`config.mk`:
```
export PLATFORM = sky130hd
export DESIGN_NAME = adder_seq_ctrl
export DESIGN_NICKNAME = d
export VERILOG_FILES = /design/src/rtl/adder_seq_ctrl.sv
export SDC_FILE = /design/constraint.sdc
export NUM_CORES = 1
export LEC_CHECK = 0
export CORE_MARGIN = 10
export CORE_UTILIZATION = 25
export CTS_CLUSTER_DIAMETER = 50
export CTS_CLUSTER_SIZE = 28
export DETAILED_ROUTE_END_ITERATION = 7
export PLACE_DENSITY = 0.58
export SLEW_MARGIN = 40
export SYNTH_ARGS = -nofsm -noshare
export SYNTH_HDL_FRONTEND = slang
export SYNTH_HIERARCHICAL = 1
export SYNTH_SLANG_ARGS = --single-unit
```
`constraint.sdc`:
```
create_clock -name clk -period 3.2 [get_ports clk]
set_clock_uncertainty 0.15 [all_clocks]
set_input_delay 0.8 -clock clk [delete_from_list [all_inputs] [get_ports clk]]
set_output_delay 0.8 -clock clk [all_outputs]
set_load 0.1 [all_outputs]
```
`src/rtl/adder_seq_ctrl.sv`:
```
// Two-requester wide adder sequencer: round-robin grant, then one nibble per
// clock through a single shared 4-bit adder slice, result held until taken.

module adder_nibble (
  input  logic [3:0] a,
  input  logic [3:0] b,
  input  logic       cin,
  output logic [3:0] sum,
  output logic       cout
);
  assign {cout, sum} = {1'b0, a} + {1'b0, b} + {4'b0000, cin};
endmodule

module adder_seq_ctrl #(
  parameter int NIBBLES = 4
) (
  input  logic                 clk,
  input  logic                 rst,
  input  logic                 req0_valid,
  output logic                 req0_ready,
  input  logic [4*NIBBLES-1:0] req0_a,
  input  logic [4*NIBBLES-1:0] req0_b,
  input  logic                 req0_cin,
  input  logic                 req1_valid,
  output logic                 req1_ready,
  input  logic [4*NIBBLES-1:0] req1_a,
  input  logic [4*NIBBLES-1:0] req1_b,
  input  logic                 req1_cin,
  output logic                 res_valid,
  input  logic                 res_ready,
  output logic [4*NIBBLES-1:0] res_sum,
  output logic                 res_cout,
  output logic                 res_id,
  output logic                 busy
);
  localparam int W = 4 * NIBBLES;
  localparam logic [2:0] LAST_IDX = 3'(NIBBLES - 1);

  typedef enum logic [1:0] {IDLE, RUN, DONE} state_t;

  state_t         state_q, state_d;
  logic [2:0]     idx_q, idx_d;
  logic           carry_q, carry_d;
  logic [W-1:0]   a_q, a_d;
  logic [W-1:0]   b_q, b_d;
  logic [W-1:0]   sum_q, sum_d;
  logic           id_q, id_d;
  logic           last_q, last_d;

  logic           gnt0, gnt1;
  logic [3:0]     slice_a, slice_b, slice_sum;
  logic           slice_cout;

  // the one and only adder slice, fed by the current nibble index
  always_comb begin
    slice_a = a_q[4*idx_q +: 4];
    slice_b = b_q[4*idx_q +: 4];
  end

  adder_nibble u_slice (
    .a    (slice_a),
    .b    (slice_b),
    .cin  (carry_q),
    .sum  (slice_sum),
    .cout (slice_cout)
  );

  always_ff @(posedge clk) begin
    if (rst) begin
      state_q <= IDLE;
      idx_q   <= 3'd0;
      carry_q <= 1'b0;
      a_q     <= '0;
      b_q     <= '0;
      sum_q   <= '0;
      id_q    <= 1'b0;
      last_q  <= 1'b1;
    end else begin
      state_q <= state_d;
      idx_q   <= idx_d;
      carry_q <= carry_d;
      a_q     <= a_d;
      b_q     <= b_d;
      sum_q   <= sum_d;
      id_q    <= id_d;
      last_q  <= last_d;
    end
  end

  always_comb begin
    state_d = state_q;
    idx_d   = idx_q;
    carry_d = carry_q;
    a_d     = a_q;
    b_d     = b_q;
    sum_d   = sum_q;
    id_d    = id_q;
    last_d  = last_q;
    case (state_q)
      IDLE: begin
        if (gnt0 || gnt1) begin
          state_d = RUN;
          a_d     = gnt1 ? req1_a : req0_a;
          b_d     = gnt1 ? req1_b : req0_b;
          carry_d = gnt1 ? req1_cin : req0_cin;
          id_d    = gnt1;
          last_d  = gnt1;
          idx_d   = 3'd0;
        end
      end
      RUN: begin
        sum_d[4*idx_q +: 4] = slice_sum;
        carry_d = slice_cout;
        if (idx_q == LAST_IDX) state_d = DONE;
        else                   idx_d   = idx_q + 3'd1;
      end
      DONE: begin
        if (res_ready) state_d = IDLE;
      end
      default: state_d = IDLE;
    endcase
  end

  // on a tie, last_q points at the previous winner, so the other side wins
  always_comb begin
    gnt0 = 1'b0;
    gnt1 = 1'b0;
    if (state_q == IDLE && !rst) begin
      if (req0_valid && req1_valid) begin
        gnt0 = last_q;
        gnt1 = !last_q;
      end else begin
        gnt0 = req0_valid;
        gnt1 = req1_valid;
      end
    end
    req0_ready = gnt0;
    req1_ready = gnt1;
    res_valid  = (state_q == DONE);
    busy       = (state_q != IDLE);
    res_sum    = sum_q;
    res_cout   = carry_q;
    res_id     = id_q;
  end

endmodule
```
# After elaboration in Yosys (flattened, before gate mapping)
# Index checks and enable logic that the tools add are counted.
# classes
add_sub_neg	4
mux	17
n_eq_ne	7
shift	4
n_reduce_logical	12
# op_table
cell	count
negation 5 -> 34 bit	1
variable shift 4 x 34 -> 16 bit (first input constant)	1
variable part select 4 x 34 -> 16 bit	1
two-way mux 16 bit	2
variable part select 16 x 6 -> 4 bit	2
bitwise mux 16 bit	1
two-way mux 1 bit	6
two-way mux 2 bit	3
two-way mux 3 bit	2
!= test 2 bit (second input constant)	3
case mux 2 bit (3 select lines)	1
case mux 3 bit (2 select lines)	1
AND reduction 3 bit	2
adder 4 x 4 -> 5 bit	1
adder 5 x 1 -> 5 bit	1
AND reduction 2 bit	2
nonzero test 2 bit	2
adder 3 x 1 -> 3 bit (second input constant)	1
== test 3 x 2 -> 1 bit (second input constant)	1
== test 2 x 1 -> 1 bit (second input constant)	1
== test 2 bit (second input constant)	1
logical AND 1 bit	2
zero test 1 bit	2
zero test 2 bit	1
other kinds (3)	3
# word_totals
register_bits	56
elab_cells	52
output_inout_bits	22
inputBits	71

# Logic depth before layout (Yosys ltp)
# depth
word_depth	6
depth_mapped	11
depth_no_buf	10

# Modules after synthesis
# Netlist, hierarchy kept.
# by_module_without_submodules
module	n_inst	area_per_inst_um2	cells_each
adder_seq_ctrl	1	2832.7	307
adder_nibble	1	143.9	16

# Worst setup path after synthesis
# Ideal clock, no wire load.
# synth_path
path_type	flip-flop to output port
startpoint	reg state_q[1]
endpoint	out res_valid
path_stages_with_launch	2
arrival_ps	1805
path_slack_ps	445
cell_sequence	dfxtp_1 > nor2b_1
# synth_between
elab_chain_cells	1
# synth_lines
element	line_no	source
start, declared	41	state_t state_q, state_d;
start signal, assigned	79	state_q <= state_d;
== test 2 bit	139	res_valid = (state_q == DONE);
end, declared	29	output logic res_valid,
# Every way passes these cells.

# Worst setup path after layout
# layout_path
startpoint	in req1_valid
endpoint	out req1_ready
# layout_between
elab_chain_cells	3
# layout_lines
element	line_no	source
start, declared	24	input logic req1_valid,
logical AND 1 bit	129	if (req0_valid && req1_valid) begin
two-way mux 1 bit *	129	
two-way mux 1 bit *	128	if (state_q == IDLE && !rst) begin
end, declared	25	output logic req1_ready,
# Mark *: on every way between the ends. The rest lies on a longest branch, timed or not.

==> out/metrics.cfg <==
[worst_setup_path]
slowest_stage=clkdlybuf4s50_1
path_buf_inv=3
worstPathRequired_ns=2.25
r2r-end=res_sum[15]
r2r_setup_slack_ns=0.40
reg2reg_depth=9
max_stage_delay_ns=0.54
arrival_ns=2.06
reg2reg_from=idx_q[0]
cp_max_fo=4
path_cells=clkdlybuf4s50_1 > a21boi_1 > nand2_1 > clkinv_2 > buf_12
start_kind=input pin
critPathTopFamily=buffers and inverters
crit_type=in -> out
worst_setup_path_end_kind=output port

[route]
antenna_left=0
vias_per_cell=4.762
firstDrtPassIters=4
post_drt_wl_per_cell_microns=16.23
drt_wl_total_microns=8926
first_iter_violations=141
num_vias=2619
route.detailed.drc=0

[timing]
setup_viol=0
max_clock_freq_mhz=332.5
max-slew-margin-rel=0.6850
grt_setup_unrepaired=no
worstMarginPinSlew_ns=0.4691
slew_violations=0
hold_violations=0
finalCritPeriodShare=0.9399
setup-tns-final_ns=0
fin_crit_ns=3.008

[synth]
synth-simple-area-share=0.1883
yosysMostFrequentCell=nor2_1
synth_async_sr_flop_share=0
syn_inst=323
yosysTopAreaCell=dfxtp_1
synth_top_family_by_area=compound AO/OA/AOI/OAI gates
synth_mux_area_frac=0.1181
ys_seq_elements=56
ys_seq_area_frac=0.3766
synth_adder_area_share=0.04288
synth_compound_area_frac=0.2140
synthesis.nets=403
synth_area_leaders=dfxtp_1 (38%), a211oi_2 (13%), nor2_1 (7.4%)
ys.flop_type=dfxtp_1
avgSynthCellArea_sq_um=9.215
yosysUniqueCellTypes=43
yosys_warnings=6
synth.cell_area_sq_um=2977
synth-edff-count=0
synthXorXnorAreaFrac=0.005885
ys_top_cells_by_count=nor2_1 (59), dfxtp_1 (56), a21oi_1 (35), nand2_1 (33), a211oi_2 (30)
synth_top_area_frac=0.3766

[final_layout]
final_nets=487
area_growth_pct=38.42
fin_cells=550
seq_area_sq_um=1121
utilization=0.3578
drive_gt1_frac=0.2088
multi_input_area_sq_um=1698
fill_cells=1181
n_antenna_cell=0

[min_path]
min_to=res_id
min_path_cells=2
min_path_type=reg -> reg
hp-start=res_id

[run_status]
status=completed

[global_route]
grt_pass1_vias=2913
grt_max_degree=39
grt_overflow=0
grt_pass1_wl_microns=14900
track_usage=0.1110
antenna_found_initial=0

[placement]
place_inst=543
place_congestion=0.7970
place.port_buffers=92
place_hpwl_microns=6805

[clock_network]
cts.path.max_buffers=2
clkTransAtPathRegs_ns=0.07
holdBufCountCts=0
cts_buffers=5
cts_setup_buffers=0
cts-resized-gates=0
clkLatencyLatePin_ns=0.29
cts_tree=yes
clock_sinks=56
clockRootBuffer=clkbuf_16
htree_levels=2

[floorplan]
die_h_microns=129.1
start_util=0.2585
core_sq_um=11520
io_pins=93
die_w_microns=129.1
die_area_sq_um=16670
core.rowCount=39

[power_and_ir_drop]
power.density_nw_per_um2=432.3
power.leakage_uw=0.001651
ir_drop_mv=0.2730

[job]
cap_violations=0

## kinds of logic (layout without fill, tap and decap cells)
logic type,after synthesis,in the layout
compound gates,77,77
flops,56,56
mux,25,25
simple gates,121,121
buf+inv,33,117
fa+ha+maj,9,9
xor+xnor,2,2
## state kept, by name (all words and copies together), names as in the netlist
signal and cells:
a_q 16, b_q 16, res_sum 16, idx_q 3, state_q 2, last_q 1, res_cout 1, res_id 1
## stage by stage
stage | hold slack (ns) | worst slack, ns | instance area [sq um] | total power, uW
detailed placement | 0.3337 | 0.1946 | 3983 | 1276
global route | 0.3841 | 0.1266 | 4120 | 1875
floorplan | 0.2999 | 0.4449 | 2977 | 1099
finish | 0.3465 | 0.1923 | 4120 | 1781
global placement | 0.3265 | 0.1998 | 3983 | 1270
CTS | 0.3502 | 0.1830 | 4120 | 1805
## report_power, final
group          internal (uW)  switching (uW)  total [uW]  leakage (uW)
sequential               742            31.7         774      0.000459
clock                    285             240         525     0.0000657
combinational            216             266         482       0.00113
## final cells by class
type,count,area share
Multi-Input combinational cell,234,0.4121
Sequential cell,56,0.2721
Timing Repair Buffer,100,0.2296
Tap cell,143,0.04343
Clock buffer,5,0.03037
Inverter,10,0.009414
Clock inverter,2,0.003037
## metal layers
layer | up-vias | share of wire | global-route usage
met5 | - | 0 | 0
met3 | 6 | 0.076 | 0.03874
met1 | 1246 | 0.46 | 0.1372
met4 | 0 | 0.0097 | 0.02809
li1 | 1291 | - | -
met2 | 76 | 0.45 | 0.1806
## worst register-to-register path, delay by kind of cell, from the launching register on
kind	cells	cell delay, ns
AOI/OAI and AO/OA	2	0.33
xor gates and xnor gates	1	0.23
adders and majority gates	1	0.30
buffers and inverters	1	0.27
DFF	1	0.54
muxes	2	0.64
and+or+nand+nor	2	0.29
## worst max path at each step
stage | startpoint | to | cells after the start
floorplan | state_q[1] | res_valid | 1
global placement | req1_valid | req1_ready | 5
detailed placement | req1_valid | req1_ready | 5
CTS | req1_valid | req1_ready | 5
global route | req1_valid | req1_ready | 5
finish | req1_valid | req1_ready | 5
## cell usage in the layout (no fill, tap or decap), types with 2 or more instances in the layout
master,count
nor3_2,3
and2_1,8
fa_1,2
clkbuf_16,5
nor2b_1,3
ha_1,7
a21oi_1,35
dfxtp_1,56
a31oi_1,2
clkinv_2,2
buf_12,2
nand2_1,33
buf_4,28
a211oi_2,30
inv_1,9
nand2b_1,3
a211oi_1,2
xnor2_1,2
nor2_1,59
mux2i_1,16
clkdlybuf4s50_1,69
mux4_2,8
Power figures use the tool's default switching activity.
